### src/rtl/bitop_rr_arbiter_if.sv
// rtl/bitop_rr_arbiter_if.sv - request/operand/result bundle for the shared bitwise unit arbiter
interface bitop_rr_arbiter_if #(
    parameter int W = 4
);
    logic [2:0]   req;
    logic [1:0]   op0;
    logic [1:0]   op1;
    logic [1:0]   op2;
    logic [W-1:0] a0;
    logic [W-1:0] b0;
    logic [0:W-1] a1;
    logic [0:W-1] b1;
    logic [2:1]   a2;
    logic [2:1]   b2;
    logic [2:0]   gnt;
    logic [W-1:0] res;
    logic [1:0]   res_id;
    logic         res_valid;
    logic         res_ready;

    modport master (
        output req, op0, op1, op2, a0, b0, a1, b1, a2, b2, res_ready,
        input  gnt, res, res_id, res_valid
    );

    modport slave (
        input  req, op0, op1, op2, a0, b0, a1, b1, a2, b2, res_ready,
        output gnt, res, res_id, res_valid
    );
endinterface

### src/rtl/bitop_rr_arbiter.sv
// rtl/bitop_rr_arbiter.sv - round-robin arbiter sharing one W-bit AND/OR/XOR/pass unit among three requesters
module bitop_rr_arbiter #(
    parameter int W = 4
) (
    input  logic                 clk,
    input  logic                 rst,
    bitop_rr_arbiter_if.slave    bus
);
    logic         s1_v;
    logic [1:0]   s1_op;
    logic [W-1:0] s1_a;
    logic [W-1:0] s1_b;
    logic [1:0]   s1_id;
    logic [1:0]   ptr;

    logic         s2_free;
    logic         s1_accept;
    logic         grant;
    logic         found;
    logic [1:0]   o0, o1, o2;
    logic [1:0]   win_id;
    logic [1:0]   sel_op;
    logic [W-1:0] sel_a, sel_b;
    logic [W-1:0] a1_al, b1_al, a2_al, b2_al;

    function automatic logic [W-1:0] bitop(input logic [1:0] op, input logic [W-1:0] a,
                                           input logic [W-1:0] b);
        case (op)
            2'b00:   return a & b;
            2'b01:   return a | b;
            2'b10:   return a ^ b;
            default: return a;
        endcase
    endfunction

    assign s2_free   = !bus.res_valid || bus.res_ready;
    assign s1_accept = !s1_v || s2_free;

    // Search order starts one past the last winner, wrapping modulo 3.
    always_comb begin
        case (ptr)
            2'd0:    begin o0 = 2'd1; o1 = 2'd2; o2 = 2'd0; end
            2'd1:    begin o0 = 2'd2; o1 = 2'd0; o2 = 2'd1; end
            default: begin o0 = 2'd0; o1 = 2'd1; o2 = 2'd2; end
        endcase
        found  = 1'b1;
        win_id = o0;
        if (bus.req[o0])      win_id = o0;
        else if (bus.req[o1]) win_id = o1;
        else if (bus.req[o2]) win_id = o2;
        else                  found  = 1'b0;
    end

    assign grant   = found && !rst && s1_accept;
    assign bus.gnt = grant ? (3'b001 << win_id) : 3'b000;

    // Requester 1 maps by position (a1[0] lands in the MSB); requester 2 is zero-extended.
    always_comb begin
        a1_al        = bus.a1;
        b1_al        = bus.b1;
        a2_al        = '0;
        b2_al        = '0;
        a2_al[1:0]   = bus.a2;
        b2_al[1:0]   = bus.b2;
        case (win_id)
            2'd1:    begin sel_op = bus.op1; sel_a = a1_al;  sel_b = b1_al;  end
            2'd2:    begin sel_op = bus.op2; sel_a = a2_al;  sel_b = b2_al;  end
            default: begin sel_op = bus.op0; sel_a = bus.a0; sel_b = bus.b0; end
        endcase
    end

    always_ff @(posedge clk) begin
        if (rst) begin
            s1_v          <= 1'b0;
            s1_op         <= '0;
            s1_a          <= '0;
            s1_b          <= '0;
            s1_id         <= '0;
            ptr           <= 2'd2;
            bus.res_valid <= 1'b0;
            bus.res       <= '0;
            bus.res_id    <= '0;
        end else begin
            // With S1 empty and S2 free, a granted op goes straight into S2.
            if (s1_v && s2_free) begin
                bus.res       <= bitop(s1_op, s1_a, s1_b);
                bus.res_id    <= s1_id;
                bus.res_valid <= 1'b1;
            end else if (grant && s2_free) begin
                bus.res       <= bitop(sel_op, sel_a, sel_b);
                bus.res_id    <= win_id;
                bus.res_valid <= 1'b1;
            end else if (bus.res_valid && bus.res_ready) begin
                bus.res_valid <= 1'b0;
            end

            if (grant && (s1_v || !s2_free)) begin
                s1_v  <= 1'b1;
                s1_op <= sel_op;
                s1_a  <= sel_a;
                s1_b  <= sel_b;
                s1_id <= win_id;
            end else if (s1_v && s2_free) begin
                s1_v <= 1'b0;
            end

            if (grant) ptr <= win_id;
        end
    end
endmodule

### src/flat_wrapper.sv
// flat-port wrapper written by rule: the top's interface ports become plain ports
module bitop_rr_arbiter_flat 
#(
    parameter int W = 4
)
  (clk, rst, bus_req, bus_op0, bus_op1, bus_op2, bus_a0, bus_b0, bus_a1, bus_b1, bus_a2, bus_b2, bus_res_ready, bus_gnt, bus_res, bus_res_id, bus_res_valid);
  bitop_rr_arbiter_if #(.W(W)) bus_i ();
  input  logic clk;
  input  logic rst;
  input wire logic [$bits(bus_i.req)-1:0] bus_req;
  input wire logic [$bits(bus_i.op0)-1:0] bus_op0;
  input wire logic [$bits(bus_i.op1)-1:0] bus_op1;
  input wire logic [$bits(bus_i.op2)-1:0] bus_op2;
  input wire logic [$bits(bus_i.a0)-1:0] bus_a0;
  input wire logic [$bits(bus_i.b0)-1:0] bus_b0;
  input wire logic [$bits(bus_i.a1)-1:0] bus_a1;
  input wire logic [$bits(bus_i.b1)-1:0] bus_b1;
  input wire logic [$bits(bus_i.a2)-1:0] bus_a2;
  input wire logic [$bits(bus_i.b2)-1:0] bus_b2;
  input wire logic [$bits(bus_i.res_ready)-1:0] bus_res_ready;
  output wire logic [$bits(bus_i.gnt)-1:0] bus_gnt;
  output wire logic [$bits(bus_i.res)-1:0] bus_res;
  output wire logic [$bits(bus_i.res_id)-1:0] bus_res_id;
  output wire logic [$bits(bus_i.res_valid)-1:0] bus_res_valid;
  assign bus_i.req = bus_req;
  assign bus_i.op0 = bus_op0;
  assign bus_i.op1 = bus_op1;
  assign bus_i.op2 = bus_op2;
  assign bus_i.a0 = bus_a0;
  assign bus_i.b0 = bus_b0;
  assign bus_i.a1 = bus_a1;
  assign bus_i.b1 = bus_b1;
  assign bus_i.a2 = bus_a2;
  assign bus_i.b2 = bus_b2;
  assign bus_i.res_ready = bus_res_ready;
  assign bus_gnt = bus_i.gnt;
  assign bus_res = bus_i.res;
  assign bus_res_id = bus_i.res_id;
  assign bus_res_valid = bus_i.res_valid;
  bitop_rr_arbiter #(.W(W)) u_core (.clk(clk), .rst(rst), .bus(bus_i));
endmodule
### config.mk
export PLATFORM = sky130hd
export DESIGN_NAME = bitop_rr_arbiter_flat
export DESIGN_NICKNAME = d
export VERILOG_FILES = /design/src/rtl/bitop_rr_arbiter_if.sv /design/src/rtl/bitop_rr_arbiter.sv /design/src/flat_wrapper.sv
export SDC_FILE = /design/constraint.sdc
export NUM_CORES = 1
export LEC_CHECK = 0
export ABC_AREA = 0
export BUFFER_PORTS_ARGS = -buffer_cell sky130_fd_sc_hd__clkbuf_2
export CORE_MARGIN = 3
export CORE_UTILIZATION = 53
export CTS_BUF_LIST = sky130_fd_sc_hd__clkbuf_4
export CTS_CLUSTER_SIZE = 40
export DETAILED_ROUTE_END_ITERATION = 8
export GPL_TIMING_DRIVEN = 0
export PLACE_DENSITY_LB_ADDON = 0.12
export SLEW_MARGIN = 10
export SYNTH_ARGS = -nofsm -noshare
export SYNTH_HDL_FRONTEND = slang
export SYNTH_SLANG_ARGS = --single-unit
### constraint.sdc
create_clock -name clk -period 6.1 [get_ports clk]
set_input_delay 0.61 -clock clk [delete_from_list [all_inputs] [get_ports clk]]
set_output_delay 0.61 -clock clk [all_outputs]
set_load 0.02 [all_outputs]
==> results.py <==
metrics = {
    "cts": {
        "post-cts-setup-buffer-count": 0,
        "htreeDepth": 1,
        "clock_sinks": 22,
        "cts_tree": "built",
        "clk_latency_ns": 0.30,
        "cts-root-buf": "clkbuf_4",
        "cts_resized": 0,
        "cts_buffers": 3,
        "cts_buffer_depth": 2,
        "path_clk_slew_ns": 0.12,
        "cts_hold_buffers": 0,
    },
    "global_routing": {
        "grt_max_degree": 13,
        "grt_overflow_total": 0,
        "grt_use_total_pct": 21.3,
        "grt_pass1_wl_um": 6040,
        "antenna_found_initial": 0,
        "grt_pass1_vias": 1373,
    },
    "finish": {
        "fillers": 273,
        "final_layout_size_suffix_gt1_share_pct": 26.4,
        "fin_area_mm2": 0.00185,
        "area_delta_synth_final_pct": 17.1,
        "final_nets": 290,
        "diodes": 0,
    },
    "yosys": {
        "syn_nets": 244,
        "synth_area_mm2": 0.00158,
        "synth_flop_cell": "dfxtp_1",
        "yosysUniqueCellTypes": 45,
        "avgSynthCellArea_um2": 7.87,
        "synthArstFlopShare_pct": 0,
        "yosysSeqAreaShare_pct": 27.8,
        "synth-seq-cells": 22,
        "yosys_warnings": 0,
        "synthesis.instances": 201,
        "synth-edff-count": 0,
    },
    "sta": {
        "fin_ws_ns": 3.28,
        "drv_slew": 0,
        "period_share_pct": 46.2,
        "tns_ns": 0,
        "worst_hold_slack_ns": 0.481,
        "worst_pin_slew_ns": 0.685,
        "finClkSkew_ns": 0.00553,
        "setup_violations": 0,
        "rsz0062_at_grt": "no",
        "slew-limit-headroom_pct": 54.1,
        "max_freq_mhz": 355,
        "fin_crit_ns": 2.82,
        "finalHoldViolations": 0,
    },
    "drt": {
        "routed_wl_um": 3610,
        "viasPerCell": 5.57,
        "drtIter0Drc": 74,
        "vias": 1543,
        "drt-pass1-iter-count": 4,
        "drc": 0,
        "wl_per_cell_um": 13.0,
        "ant_nets": 0,
    },
    "worst_setup_path": {
        "slowest_delay_ns": 0.42,
        "startpoint_type": "primary input",
        "cp_max_fo": 10,
        "crit_path_cell_trace": "clkbuf_2 > nor2_1 > o21a_1 > a21oi_1 > o21a_1 > ha_1 > buf_4 > buf_4 > a21oi_1 > nor2_1 > a2111oi_2 > nand3_1 > a21oi_1",
        "crit_arrival_ns": 3.06,
        "cp_slowest_cell": "a21oi_1",
        "end_kind": "flip-flop",
        "required_ns": 6.35,
        "r2r_slack_ns": 3.44,
        "crit_type": "in -> reg",
        "worst_path_most_repeated_cell": "a21oi_1",
    },
    "flow_run": {
        "maxCapViolations": 0,
    },
    "placement": {
        "dpl.hpwl_um": 2890,
        "placed_cell_area_mm2": 0.00183,
        "pre_cts_slack_ns": 2.99,
        "io_buffers": 41,
        "routabilityCongestion": 0.883,
    },
    "pwr": {
        "power_density_mw_per_mm2": 231,
        "p_leak_nw": 0.823,
        "irDropWorstVdd_uv": 188,
        "power.total_uw": 428,
    },
    "die": {
        "die-area_mm2": 0.00368,
        "die_y_um": 60.6,
        "rows": 19,
        "start_util_pct": 56.4,
        "die_w_um": 60.6,
        "io_pins": 42,
        "core_mm2": 0.00281,
    },
    "hold_path": {
        "min_path_type": "reg -> reg",
    },
    "run_status": {
        "status": "complete, no violations",
    },
}
-- per-stage QoR --
step	instances	utilization, %
3_3_place_gp	273	65.1
6_report	277	66.0
2_1_floorplan	201	-
5_1_grt	277	66.0
3_5_place_dp	273	65.1
4_1_cts	277	66.0
-- cell families (layout without fill, tap and decap cells) --
kind of cell	Yosys count	count (layout)	share of synthesized area (%)
compound gates	64	64	27.4
mux	5	5	4.83
xor+xnor	1	1	0.554
fa+ha+maj	12	12	9.34
buf+inv	27	72	8.94
flops	22	22	27.8
simple gates	70	70	21.1
-- flip-flops by register name (all words and copies together), names as in the netlist --
name,cells
u_core.s1_a,4
u_core.s1_op,2
u_core.bus.res_valid,1
u_core.bus.res_id,2
u_core.s1_v,1
u_core.s1_b,4
u_core.ptr,2
u_core.s1_id,2
u_core.bus.res,4
-- cell type report --
cell class / count / area [um2] / area share (%)
flip-flops and latches: 22 / 440 / 23.8
inverters: 16 / 60.1 / 3.24
clock buffers: 3 / 22.5 / 1.22
clock inverters: 1 / 3.75 / 0.203
repair buffers: 41 / 205 / 11.1
plain buffers: 11 / 81.3 / 4.39
multi-input cells: 152 / 1000 / 54.0
well taps: 31 / 38.8 / 2.09
-- cells in the mapped netlist, types with 2 or more instances --
| cell | count | share of area (%) |
|---|---|---|
| nand2_1 | 16 | 3.8 |
| and2_1 | 3 | 1.2 |
| o211ai_1 | 2 | 0.95 |
| inv_1 | 16 | 3.8 |
| a31oi_1 | 4 | 1.6 |
| a21o_1 | 2 | 0.95 |
| dfxtp_1 | 22 | 28 |
| ha_1 | 11 | 8.7 |
| a21oi_1 | 17 | 5.4 |
| a22oi_1 | 4 | 1.9 |
| mux4_2 | 2 | 2.8 |
| nor3_1 | 4 | 1.3 |
| nor2_1 | 29 | 6.9 |
| nor2b_1 | 2 | 0.79 |
| mux2i_1 | 2 | 1.3 |
| buf_4 | 3 | 1.4 |
| clkbuf_8 | 2 | 1.7 |
| a22o_2 | 2 | 1.3 |
| a211oi_1 | 12 | 5.7 |
| o21ai_0 | 10 | 3.2 |
| nand3b_1 | 2 | 0.95 |
| o21a_1 | 3 | 1.4 |
| nand3_1 | 5 | 1.6 |
| o22ai_1 | 2 | 0.79 |
| clkbuf_1 | 4 | 0.95 |
-- cell usage in the layout (no fill, tap or decap), types with 3 or more instances in the layout --
cell type / n
o21ai_0: 10
nor3_1: 4
buf_4: 3
a21oi_1: 17
clkbuf_4: 3
and2_1: 3
nand2_1: 16
dfxtp_1: 22
a211oi_1: 12
a31oi_1: 4
a22oi_1: 4
nor2_1: 29
clkbuf_2: 41
ha_1: 11
inv_1: 16
o21a_1: 3
clkbuf_1: 4
nand3_1: 5
-- layer usage --
layer,share of wire (%),routed length [um],GRT usage (%),vias to the layer above
met5,0,0,0,-
met4,0.44,16,3.41,0
met3,4.3,155,4.47,2
met2,48,1740,35.1,30
met1,47,1700,29.2,708
li1,-,-,-,803
-- worst max-delay path, delay by kind of cell --
kind / cells / cell delay [ns]
compound gates: 6 / 1.27
fa+ha+maj: 1 / 0.29
buf+inv: 3 / 0.44
simple gates: 3 / 0.44
-- path summary, 6_finish.rpt --
check	start	to	depth (start not counted)
max	bus_req[1]	u_core.bus.res[3]	13
min	u_core.bus.res[2]	u_core.bus.res[2]	2
max reg2reg	u_core.ptr[1]	u_core.bus.res[3]	11
min reg2reg	u_core.bus.res[2]	u_core.bus.res[2]	2
-- where the power goes --
part           total, mW  leakage (nW)  internal [mW]  switching (mW)
Sequential         0.166         0.181          0.158         0.00836
Clock             0.0664        0.0154         0.0239          0.0426
Combinational      0.195         0.627         0.0817           0.114
Total              0.428         0.823          0.263           0.165
Note: power is estimated with default switching activity, not from simulation.
